File: config.mk
export PLATFORM = sky130hd
export DESIGN_NAME = sll8_seq_flat
export DESIGN_NICKNAME = d
export VERILOG_FILES = /design/src/rtl/sll8_seq_if.sv /design/src/rtl/sll8_seq.sv /design/src/flat_wrapper.sv
export SDC_FILE = /design/constraint.sdc
export NUM_CORES = 1
export LEC_CHECK = 0
export ABC_CLOCK_PERIOD_IN_PS = 2000
export CAP_MARGIN = 30
export CELL_PAD_IN_SITES_DETAIL_PLACEMENT = 0
export CELL_PAD_IN_SITES_GLOBAL_PLACEMENT = 1
export CORE_UTILIZATION = 32
export DETAILED_ROUTE_END_ITERATION = 12
export GPL_TIMING_DRIVEN = 1
export PLACE_DENSITY_LB_ADDON = 0.1
export RECOVER_POWER = 25
export SYNTH_ARGS = -nofsm -noshare
export SYNTH_HDL_FRONTEND = slang
export SYNTH_SLANG_ARGS = --single-unit
File: constraint.sdc
create_clock -name clk -period 2 [get_ports clk]
set_input_delay 0.5 -clock clk [delete_from_list [all_inputs] [get_ports clk]]
set_output_delay 0.5 -clock clk [all_outputs]
set_load 0.1 [all_outputs]
File: src/rtl/sll8_seq_if.sv
// sll8_seq_if: request/result bundle for the sequential 8-bit shift-left unit.
//   start      request strobe (sampled by the unit only while idle)
//   A, B       operand and unsigned shift amount, captured on accepted start
//   C, cout    result and last bit shifted out of C[7]
//   busy, done unit-active flag and one-cycle completion pulse
// master: requester side. slave: the shift unit.
interface sll8_seq_if;
  logic       start;
  logic [7:0] A;
  logic [7:0] B;
  logic [7:0] C;
  logic       cout;
  logic       busy;
  logic       done;

  modport master (
    output start, A, B,
    input  C, cout, busy, done
  );

  modport slave (
    input  start, A, B,
    output C, cout, busy, done
  );
endinterface

File: src/rtl/sll8_seq.sv
// sll8_seq: iterative 8-bit logical shift-left, one position per clock.
// Ports:
//   clk    rising-edge clock
//   rst_n  asynchronous active-low reset
//   bus    sll8_seq_if.slave: start/A/B in; C/cout/busy/done out
// An accepted start loads A into C and either finishes immediately
// (B==0 keeps A, B>=9 clears C) or shifts B times before a one-cycle done.
module sll8_seq (
  input  logic        clk,
  input  logic        rst_n,
  sll8_seq_if.slave   bus
);

  localparam int DATA_W = 8;

  typedef enum logic [1:0] {
    IDLE  = 2'd0,
    SHIFT = 2'd1,
    DONE  = 2'd2
  } state_t;

  state_t              state_q, state_nxt;
  logic [DATA_W-1:0]   c_q, c_nxt;
  logic                cout_q, cout_nxt;
  logic [3:0]          cnt_q, cnt_nxt;

  // Amounts beyond the operand width shift everything out; cout stays 0
  // because the unit does not iterate for them.
  function automatic logic out_of_range(input logic [7:0] amt);
    return (amt > 8'd8);
  endfunction

  always_ff @(posedge clk or negedge rst_n) begin
    if (!rst_n) begin
      state_q <= IDLE;
      c_q     <= '0;
      cout_q  <= 1'b0;
      cnt_q   <= '0;
    end else begin
      state_q <= state_nxt;
      c_q     <= c_nxt;
      cout_q  <= cout_nxt;
      cnt_q   <= cnt_nxt;
    end
  end

  always_comb begin
    state_nxt = state_q;
    c_nxt     = c_q;
    cout_nxt  = cout_q;
    cnt_nxt   = cnt_q;
    case (state_q)
      IDLE: begin
        if (bus.start) begin
          c_nxt    = bus.A;
          cout_nxt = 1'b0;
          if (bus.B == 8'd0) begin
            state_nxt = DONE;
          end else if (out_of_range(bus.B)) begin
            c_nxt     = '0;
            state_nxt = DONE;
          end else begin
            cnt_nxt   = bus.B[3:0];
            state_nxt = SHIFT;
          end
        end
      end
      SHIFT: begin
        cout_nxt = c_q[DATA_W-1];
        c_nxt    = {c_q[DATA_W-2:0], 1'b0};
        cnt_nxt  = cnt_q - 4'd1;
        // Counter value 1 marks the final shift; <=1 also guards a zero count.
        if (cnt_q <= 4'd1) begin
          cnt_nxt   = '0;
          state_nxt = DONE;
        end
      end
      DONE: begin
        state_nxt = IDLE;
      end
      default: begin
        state_nxt = IDLE;
      end
    endcase
  end

  assign bus.C    = c_q;
  assign bus.cout = cout_q;
  assign bus.busy = (state_q != IDLE);
  assign bus.done = (state_q == DONE);

endmodule

File: src/flat_wrapper.sv
// flat-port wrapper written by rule: the top's interface ports become plain ports
module sll8_seq_flat 
  (clk, rst_n, bus_start, bus_A, bus_B, bus_C, bus_cout, bus_busy, bus_done);
  sll8_seq_if bus_i ();
  input  logic clk;
  input  logic rst_n;
  input wire logic [$bits(bus_i.start)-1:0] bus_start;
  input wire logic [$bits(bus_i.A)-1:0] bus_A;
  input wire logic [$bits(bus_i.B)-1:0] bus_B;
  output wire logic [$bits(bus_i.C)-1:0] bus_C;
  output wire logic [$bits(bus_i.cout)-1:0] bus_cout;
  output wire logic [$bits(bus_i.busy)-1:0] bus_busy;
  output wire logic [$bits(bus_i.done)-1:0] bus_done;
  assign bus_i.start = bus_start;
  assign bus_i.A = bus_A;
  assign bus_i.B = bus_B;
  assign bus_C = bus_i.C;
  assign bus_cout = bus_i.cout;
  assign bus_busy = bus_i.busy;
  assign bus_done = bus_i.done;
  sll8_seq u_core (.clk(clk), .rst_n(rst_n), .bus(bus_i));
endmodule
==> summary.txt <==
Run status
  • Status: complete, no violations

Synth
  • Mean area per synthesized cell: ~11 um2
  • Cell variety after synth: 32
  • Sequential area share after synthesis: 46.0%
  • Share of the synthesized area in the top cell type: between 40 and 50%
  • Warnings from Yosys: 0
  • Synth Instances: 71
  • Mapped cell area: 816 um2
  • Synthesized Nets: 92
  • Yosys top cell by area: dfrtp_1
  • Post-synthesis register bit count: 15
  • Synth area leaders: dfrtp_1 46%, a221o_1 8.6%, and3_1 5.4%

CTS
  • Max Root-Sink Buffers: 2
  • CTS clock-pin slew for the worst setup and hold paths: around 0.090 ns
  • Root Driver: clkbuf_4
  • CTS Hold Buffers Added: 0
  • CTS tree: yes
  • CTS sink cnt: 15
  • Postcts setup bufs: 0
  • PostCTS Resize Cnt: 0
  • TritonCTS Buffers: 3
  • H-tree lvl count: 1
  • Clk Latency, worst-skew pair: just under 0.3 ns

Global routing
  • First-pass GRT wire length: around 3500 um
  • GRT busiest layer: met2
  • Antenna violations before repair: 0
  • Largest net degree at the start of global routing: 16
  • Grt total ovfl: 0
  • Met1 Use GR: 22.5%
  • Number of global-route vias before repair: between 700 and 800
  • Met3 Use GR: 5.80%
  • Grt met2 use: about 27%
  • Total track usage: 17.5%

Pwr
  • Switching Share: around two fifths
  • P_sw: approximately 480 uW
  • Power Dens Cells: between 800 and 900 mW/mm2
  • P_int: 672 uW
  • Combinational share of power: about half
  • Sequential power share: 36.5%
  • Clock share of power: approximately 15%
  • Leakage: between 0.0006 and 0.0007 uW
  • Max VDD drop: ~580 uV

Timing
  • Clock Skews: 0.00410 ns
  • Period utilization: approximately 96%
  • Unrepaired setup endpoints after global routing: false
  • Final min period: around 1.9 ns
  • Slew HR: around 44%
  • Final Slew Violations: 0
  • Final setup viols: 0
  • Final Hold Fails: 0
  • Worst slew pin tran: 0.843 ns
  • Achievable Freq: 0.522 GHz

Hold path
  • Hold Crit Class: reg2reg

Worst setup path
  • Critical path type: in2reg
  • Critical path startpoint category: input pin
  • Reg2reg setup slack: around 0.30 ns
  • Worst endpoint required time: 2.18 ns
  • Crit Path Max Fanout: 4
  • CP Launch Point: bus_B[5]
  • Reg-to-reg startpoint: u_core.cnt_q[0]
  • CP Capture Type: flop
  • CP Capture Point: u_core.cnt_q[2]
  • Critical Path AT: roughly 2.1 ns
  • Worst R2R End: u_core.cnt_q[2]
  • Cells on worst reg2reg path: 6

Finish
  • Diodes inserted: 0
  • Non-Filler Instances: between 100 and 150
  • Share of layout cells above drive strength 1: about 28%
  • Most common cell after layout, fill and taps aside: clkdlybuf4s50_1
  • Layout net count: approximately 130
  • Fillers: between 150 and 200
  • Flip-flop and latch area: roughly 380 um2
  • Commonest non-fill, non-tap cells in the layout: 17 x clkdlybuf4s50_1, 15 x dfrtp_1, 11 x buf_12
  • Area Overhead vs Synth: 64.3%
  • Footprint of the multi-input gates: around 420 um2
  • Final Util: roughly 60%

Floorplan
  • Core footprint: around 0.0023 mm2
  • Top Ports: 30
  • Std cell rows: 17
  • Initial Util: ~36%
  • Die extent in x: roughly 52 um
  • Die height: between 50 and 60 um
  • Die ar.: 0.00276 mm2

Placed design
  • I/O Buffers: 29
  • Hpwl dp: ~1500 um
  • Placed Cells: between 100 and 150
  • Final GP Congestion: around 0.77

Routing
  • TritonRoute pass-1 iters: 4
  • Post-DR wirelength/cell: 14.8 um
  • DRT iter0 DRCs: 8
  • Routed WL: about 2100 um
  • Vias per cell: 5.34
  • Drt drc: 0
  • Detail Route Antenna Nets: 0
  • Via Count: approximately 750

Flow run
  • Max Cap Violations: 0
-- worst min path at each step --
stage                          startpoint         endpoint  slack (ns)  cells past startpoint
after floorplan                     rst_n  u_core.bus.C[0]        0.20                      0
after global placement    u_core.cnt_q[3]  u_core.cnt_q[3]        0.55                      1
after detailed placement  u_core.bus.cout  u_core.bus.cout        0.55                      1
after CTS                           rst_n  u_core.bus.C[5]        0.53                      2
after global routing      u_core.cnt_q[3]  u_core.cnt_q[3]        0.59                      1
final                     u_core.bus.cout  u_core.bus.cout        0.57                      1
-- flip-flops by register name (all words and copies together), names as in the netlist --
| register | flops |
|---|---|
| u_core.bus.cout | 1 |
| u_core.bus.C | 8 |
| u_core.cnt_q | 4 |
| u_core.state_q | 2 |
-- cell type report --
cell class	count	area share, %
clock buffer	4	1.96
timing repair buffer	39	35.2
multi-input combinational	50	31.1
inverter	4	1.12
tap	28	2.61
sequential	15	28.0
-- Yosys cell counts (all sizes together) --
library cell  number
inv                4
nand4b             1
clkbuf             2
o21bai             1
a2bb2oi            2
a21boi             1
o2bb2ai            2
a21oi              1
and3               7
or4                2
or2b               1
o211ai             2
nor2b              2
a22o               2
dfrtp             15
mux2i              2
o21ai              2
nand2              2
o31ai              2
a221o              7
nor2               4
o31a               1
nor3               2
nor4               2
ha                 2
-- per-stage QoR --
stage	total power, uW	area (um2)	hold WS (ns)	setup TNS [ns]	worst slack [ns]
floorplan	757	818	0.204	0	0.153
global placement	970	1320	0.547	-1.18	-0.190
detailed placement	984	1320	0.548	-1.29	-0.198
CTS	1160	1340	0.535	0	0.0821
global route	1210	1340	0.587	0	0.0136
finish	1150	1340	0.574	0	0.0826
-- worst max-delay path, cell delays in order --
cell and delay (ns):
clkdlybuf4s50_1 0.40, or4_4 0.57, o31ai_4 0.32, o211ai_1 0.15, o2bb2ai_1 0.15
-- per-layer routing --
layer | wire length [um] | vias to the layer above
met4 | 17 | 0
met1 | 966 | 360
li1 | - | 363
met5 | 0 | -
met2 | 956 | 23
met3 | 124 | 2
-- power by group through the flow --
stage | registers (uW) | clock network [uW] | logic, uW
finish | 420 | 177 | 553
global route | 430 | 191 | 592
CTS | 418 | 181 | 561
detailed placement | 424 | 0 | 560
global placement | 422 | 0 | 549
floorplan | 443 | 0 | 314
-- cells by family after synthesis --
| logic type | Yosys count | synth area share [%] |
|---|---|---|
| AOI/OAI and AO/OA | 23 | 26.2 |
| adders and majority gates | 2 | 3.07 |
| buffers and inverters | 6 | 3.22 |
| DFF | 15 | 46.0 |
| muxes | 2 | 2.45 |
| and+or+nand+nor | 23 | 19.0 |
Power figures use the tool's default switching activity.
